--- src/rtl/keypad_pkg.sv ---
// Shared types and constants for the 4x4 keypad scanner.
// Latency: n/a (declarations only).
// Backpressure: n/a.
package keypad_pkg;

    typedef enum logic [1:0] {
        SCAN             = 2'd0,
        DEBOUNCE_PRESS   = 2'd1,
        HELD             = 2'd2,
        DEBOUNCE_RELEASE = 2'd3
    } kp_state_t;

    // Column drive while column 0 is selected (one-cold).
    localparam logic [3:0] COLS_IDLE = 4'b1110;

    // Hex code for each key, indexed {row, col}.
    localparam logic [3:0] KEY_MAP [16] = '{
        4'h1, 4'h2, 4'h3, 4'hA,
        4'h4, 4'h5, 4'h6, 4'hB,
        4'h7, 4'h8, 4'h9, 4'hC,
        4'hE, 4'h0, 4'hF, 4'hD
    };

    // One-cold column drive for a column index.
    function automatic logic [3:0] col_drive(input logic [1:0] idx);
        return ~(4'b0001 << idx);
    endfunction

    // Lowest-index row that reads low (closed); 0 when none are low.
    function automatic logic [1:0] first_low(input logic [3:0] v);
        logic [1:0] r;
        r = 2'd0;
        for (int i = 3; i >= 0; i--) begin
            if (!v[i]) r = 2'(i);
        end
        return r;
    endfunction

endpackage

--- src/rtl/sync_2ff.sv ---
// Two-flop synchronizer for the 4 asynchronous keypad row lines.
// Latency: 2 clk cycles from input change to output.
// Backpressure: none; free-running.
module sync_2ff (
    input  logic       clk,
    input  logic       reset,
    input  logic [3:0] d_i,
    output logic [3:0] q_o
);

    logic [3:0] meta_q;
    logic [3:0] sync_q;

    // Both stages reset to 1 so an idle (pulled-up) keypad is the reset value.
    always_ff @(posedge clk) begin
        if (reset) begin
            meta_q <= 4'hF;
            sync_q <= 4'hF;
        end else begin
            meta_q <= d_i;
            sync_q <= meta_q;
        end
    end

    assign q_o = sync_q;

endmodule

--- src/rtl/keypad_scanner.sv ---
// Scans a 4x4 keypad, debounces press/release, keeps the last two key codes.
// Latency: key_valid DEBOUNCE_CYCLES cycles after the capture dwell cycle.
// Backpressure: none; key_valid is a single-cycle pulse with no handshake.
module keypad_scanner
    import keypad_pkg::*;
#(
    parameter int SCAN_CYCLES     = 48000,
    parameter int DEBOUNCE_CYCLES = 960000
) (
    input  logic       clk,
    input  logic       reset,
    input  logic [3:0] rows,
    output logic [3:0] cols,
    output logic       key_valid,
    output logic [3:0] key_code,
    output logic [3:0] digit_recent,
    output logic [3:0] digit_prev,
    output logic       key_held
);

    localparam int DW  = $clog2(SCAN_CYCLES + 1);
    localparam int DBW = $clog2(DEBOUNCE_CYCLES + 1);
    localparam logic [DW-1:0]  DWELL_LAST = DW'(SCAN_CYCLES - 1);
    localparam logic [DBW-1:0] DEB_DONE   = DBW'(DEBOUNCE_CYCLES);

    logic [3:0] rs;

    sync_2ff u_sync (
        .clk   (clk),
        .reset (reset),
        .d_i   (rows),
        .q_o   (rs)
    );

    kp_state_t      state_q,     state_d;
    logic [1:0]     col_idx_q,   col_idx_d;
    logic [1:0]     row_idx_q,   row_idx_d;
    logic [3:0]     cols_q,      cols_d;
    logic [DW-1:0]  dwell_q,     dwell_d;
    logic [DBW-1:0] deb_q,       deb_d;
    logic           key_valid_q, key_valid_d;
    logic [3:0]     key_code_q,  key_code_d;
    logic [3:0]     recent_q,    recent_d;
    logic [3:0]     prev_q,      prev_d;
    logic           held_q,      held_d;

    logic           row_lvl;
    logic [DBW-1:0] deb_inc;
    logic [3:0]     code;

    assign row_lvl = rs[row_idx_q];
    assign deb_inc = deb_q + DBW'(1);
    assign code    = KEY_MAP[{row_idx_q, col_idx_q}];

    // Next-state: scan dwell, press/release debounce, digit shift on acceptance.
    always_comb begin
        state_d     = state_q;
        col_idx_d   = col_idx_q;
        row_idx_d   = row_idx_q;
        dwell_d     = dwell_q;
        deb_d       = deb_q;
        key_valid_d = 1'b0;
        key_code_d  = key_code_q;
        recent_d    = recent_q;
        prev_d      = prev_q;
        held_d      = held_q;

        case (state_q)
            SCAN: begin
                if (dwell_q == DWELL_LAST) begin
                    dwell_d = '0;
                    if (rs != 4'hF) begin
                        // The capture cycle itself counts as the first stable-low cycle.
                        row_idx_d = first_low(rs);
                        deb_d     = DBW'(1);
                        state_d   = DEBOUNCE_PRESS;
                    end else begin
                        col_idx_d = col_idx_q + 2'd1;
                    end
                end else begin
                    dwell_d = dwell_q + DW'(1);
                end
            end
            DEBOUNCE_PRESS: begin
                if (row_lvl) begin
                    state_d   = SCAN;
                    col_idx_d = col_idx_q + 2'd1;
                    dwell_d   = '0;
                    deb_d     = '0;
                end else begin
                    deb_d = deb_inc;
                    if (deb_inc == DEB_DONE) begin
                        state_d     = HELD;
                        key_valid_d = 1'b1;
                        key_code_d  = code;
                        prev_d      = recent_q;
                        recent_d    = code;
                        held_d      = 1'b1;
                        deb_d       = '0;
                    end
                end
            end
            HELD: begin
                if (row_lvl) begin
                    state_d = DEBOUNCE_RELEASE;
                    deb_d   = DBW'(1);
                end
            end
            DEBOUNCE_RELEASE: begin
                if (!row_lvl) begin
                    state_d = HELD;
                    deb_d   = '0;
                end else begin
                    deb_d = deb_inc;
                    if (deb_inc == DEB_DONE) begin
                        state_d   = SCAN;
                        col_idx_d = col_idx_q + 2'd1;
                        dwell_d   = '0;
                        deb_d     = '0;
                        held_d    = 1'b0;
                    end
                end
            end
            default: state_d = SCAN;
        endcase

        cols_d = col_drive(col_idx_d);
    end

    // State and output registers; synchronous reset returns everything to idle.
    always_ff @(posedge clk) begin
        if (reset) begin
            state_q     <= SCAN;
            col_idx_q   <= 2'd0;
            row_idx_q   <= 2'd0;
            cols_q      <= COLS_IDLE;
            dwell_q     <= '0;
            deb_q       <= '0;
            key_valid_q <= 1'b0;
            key_code_q  <= 4'h0;
            recent_q    <= 4'h0;
            prev_q      <= 4'h0;
            held_q      <= 1'b0;
        end else begin
            state_q     <= state_d;
            col_idx_q   <= col_idx_d;
            row_idx_q   <= row_idx_d;
            cols_q      <= cols_d;
            dwell_q     <= dwell_d;
            deb_q       <= deb_d;
            key_valid_q <= key_valid_d;
            key_code_q  <= key_code_d;
            recent_q    <= recent_d;
            prev_q      <= prev_d;
            held_q      <= held_d;
        end
    end

    assign cols         = cols_q;
    assign key_valid    = key_valid_q;
    assign key_code     = key_code_q;
    assign digit_recent = recent_q;
    assign digit_prev   = prev_q;
    assign key_held     = held_q;

endmodule
--- config.mk ---
export PLATFORM = sky130hd
export DESIGN_NAME = keypad_scanner
export DESIGN_NICKNAME = d
export VERILOG_FILES = /design/src/rtl/keypad_pkg.sv /design/src/rtl/sync_2ff.sv /design/src/rtl/keypad_scanner.sv
export SDC_FILE = /design/constraint.sdc
export NUM_CORES = 1
export LEC_CHECK = 0
export CAP_MARGIN = 30
export CELL_PAD_IN_SITES_DETAIL_PLACEMENT = 0
export CELL_PAD_IN_SITES_GLOBAL_PLACEMENT = 1
export CORE_ASPECT_RATIO = 1.25
export CORE_UTILIZATION = 40
export CTS_CLUSTER_DIAMETER = 200
export DETAILED_ROUTE_END_ITERATION = 16
export PLACE_DENSITY = 0.82
export SLEW_MARGIN = 10
export SYNTH_ARGS = -nofsm -noshare
export SYNTH_HDL_FRONTEND = slang
export SYNTH_HIERARCHICAL = 1
export SYNTH_SLANG_ARGS = --single-unit
--- constraint.sdc ---
create_clock -name clk -period 3.1 [get_ports clk]
set_input_delay 0.62 -clock clk [delete_from_list [all_inputs] [get_ports clk]]
set_output_delay 0.62 -clock clk [all_outputs]
set_load 0.02 [all_outputs]
==> impl_results.md <==
* Outcome: complete, no violations
* CTS Hold Bufs at 0
* Distinct cells, synth at 63
* GRT Overall Usage at 0.196
* Number of antenna violations at the first check in global routing at 0
* Peak supply drop at roughly 0.00024 V
* Worst EP arrival at 3.21 ns
* RSZ-0062 raised after global routing: yes
* Cell Area, Synth at 3610 um^2
* Total global routing overflow at 0
* Initial Utilization at 0.415
* Net Sw Power at roughly 350 uW
* Final WL at ~8400 um
* Max incr delay on CP at roughly 0.46 ns
* Post-synth top flop: dfxtp_1
* Post-placement cell count at ~570
* Ratio of cells with drive above 1 in the final layout at 0.149
* Fmax at ~0.34 GHz
* Pins Over Slew Limit at 0
* Slew @ Worst Pin at about 0.73 ns
* Yosys reg bits at 64
* Final min period at about 3 ns
* Global-route wire length before repair at approximately 14000 um
* Crit path launch type: register
* Leakage at 1.45 nW
* Clock power share at 0.479
* Comb pwr share at 0.035
* Pin count of the biggest net entering global routing at 29
* Worst-path fanout max at 17
* Sequential share of power at 0.485
* Commonest cells in the netlist: dfxtp_1, nand2_1, nor2_1, a21oi_1
* Kind of critical path: register to register
* Post-synthesis cell count at 432
* Register area at between 1000 and 1500 um^2
* Critical path's slowest cell: or4_1
* Pre-CTS setup slack at approximately 0.10 ns
* Via count at between 3000 and 4000
* Worst min path class: register to register
* Syn avg cell area at 8.35 um^2
* Setup TNS at 0 ns
* Synth top area share at 0.355
* Port Buffers at 23
* Area growth syn-to-layout at 18.7%
* Ys Warns at 6
* Ys async rst share at 0
* Clk_lat worst skew at about 0.35 ns
* Die ar. at 9400 um^2
* Hold violation count in the final report at 0
* Core Area at ~8700 um^2
* CTS Sinks at 64
* Resized Gates After CTS at 0
* Pwr/cell area at approximately 400 nW/um^2
* CTS tree: done
* Max Cap Viol at 0
* Syn_nets at 444
* Design Power at roughly 1.7 mW
* Vias in the first global route at about 3100
* Slew headroom at 0.515
* GP Congestion at 0.928
* HPWL Detailed at between 6000 and 7000 um
* CP Capture Type: register
* Die Wd at slightly below 90 um
* TritonRoute pass-1 iters at 4
* Top cells by area in the synthesized netlist: dfxtp_1, a21oi_1, nand2_1
* Worst path required time at about 3.4 ns
* Final net count at ~470
* Cell mode on critical path: buf_4
* # diodes at 0
* Cell depth of the worst flop-to-flop path at 10
* Vias per cell at 5.63
* Boundary Pins at 24
* Inserted Clock Buffers at 9
* Critical path, cell by cell: ha_2, nand3_1, buf_4, or4_1, a221oi_4, and3_4, a31oi_4, buf_4, or3_1, a21oi_1
* Setup Buffers After CTS at 0
* Die span in y at 108 um
* Starting DRT DRC Count at 141
* CTS root buffer: clkbuf_8
* Clock skew at around 0.011 ns
* Register area share after synthesis at 0.355
* # setup viols final at 0
* Sw Share at 0.204
* Most common cell in the netlist: dfxtp_1
* Core Rows at 38
* Largest area contributor in the netlist: dfxtp_1
* Clock Pin Slew Worst Setup and Hold Paths at around 0.07 ns
* Power Internal at roughly 1.4 mW
* Final worst setup slack at ~0.16 ns
* H-tree levels at 3
* Worst hold stages at 1
* EDFF count, synth at 0
* Cell Count, Final, Fillers Out at slightly below 600
* Area of the multi-input gates at around 2100 um^2
* Post-DR wirelength/cell at ~14 um
* # DRC at 0
* Fill count at 844
* Fin crit share at 0.948
* CTS Buffer Depth at 2
* Final ANT Viol Nets at 0
[routing by layer]
layer,part of all wire,vias up,wire length (um),global-route usage
li1,-,1661,-,-
met1,0.45,1551,3770,0.228
met2,0.51,62,4310,0.343
met3,0.027,11,230,0.0366
met4,0.012,0,104,0.0929
met5,0,-,0,0
[layout make-up]
cell class,count,share of cell area
Clock buffer,14,0.0403
Clock inverter,2,0.0140
Inverter,13,0.0114
Multi-Input combinational cell,323,0.497
Sequential cell,64,0.299
Tap cell,120,0.0351
Timing Repair Buffer,48,0.103
[critical path, delay by kind of cell (launching register included)]
family | cells | cell delay [ns]
and+or+nand+nor | 4 | 1.16
buffers and inverters | 2 | 0.45
adders and majority gates | 1 | 0.23
DFF | 1 | 0.35
AOI/OAI and AO/OA | 3 | 0.67
[logic make-up (layout without fill, tap and decap cells)]
family	Yosys count	after routing	share of synthesized area
flip-flops	64	64	0.355
AO/OA/AOI/OAI	117	117	0.216
XOR/XNOR	7	7	0.0170
AND/OR/NAND/NOR	180	180	0.285
multiplexers	13	13	0.0409
adder cells (fa/ha/maj)	6	6	0.0208
buffers and inverters	45	77	0.0649
[sequential cells by signal (all words and copies together) (netlist names), named ones only]
signal / cells
col_idx_q: 2
cols: 4
deb_q: 20
digit_prev: 4
digit_recent: 4
dwell_q: 16
key_held: 1
key_valid: 1
row_idx_q: 2
state_q: 1
u_sync/meta_q: 4
u_sync/q_o: 4
[power groups by stage]
stage,clock (mW),combinational (mW),sequential [mW]
finish,0.832,0.0615,0.843
global route,0.889,0.0688,0.844
CTS,0.855,0.0619,0.843
detailed placement,0,0.0619,0.861
global placement,0,0.0610,0.861
floorplan,0,0.0373,0.860
[cell usage in the layout, fill, tap and decap left out, types with 6 or more instances in the layout]
master            n
dfxtp_1          63
nand2_1          34
nor2_1           33
a21oi_1          29
clkdlybuf4s50_1  23
nand3_1          22
o21ai_0          22
buf_4            22
a31oi_1          16
nor3_1           16
inv_1            13
o31ai_1          12
clkbuf_8         12
mux2i_1          11
nand4_1           9
or3_1             9
nand2b_1          8
or2_1             8
nor4_1            7
or4_1             6
[path summary, 6_finish.rpt]
path | from | endpoint | slack (ns)
setup / recovery | deb_q[1] | dwell_q[2] | 0.16
hold / removal | u_sync/meta_q[1] | u_sync/q_o[1] | 0.40
hold reg to reg | u_sync/meta_q[1] | u_sync/q_o[1] | 0.40
setup reg to reg | deb_q[1] | dwell_q[2] | 0.16
[through the flow]
| step | hold slack, ns | util | instance area [um^2] |
|---|---|---|---|
| floorplan | 0.383 | - | 3610 |
| global placement | 0.387 | 0.461 | 4010 |
| detailed placement | 0.392 | 0.461 | 4010 |
| CTS | 0.408 | 0.487 | 4240 |
| global route | 0.426 | 0.492 | 4280 |
| finish | 0.403 | 0.492 | 4280 |
(Power assumes the default switching activity.)
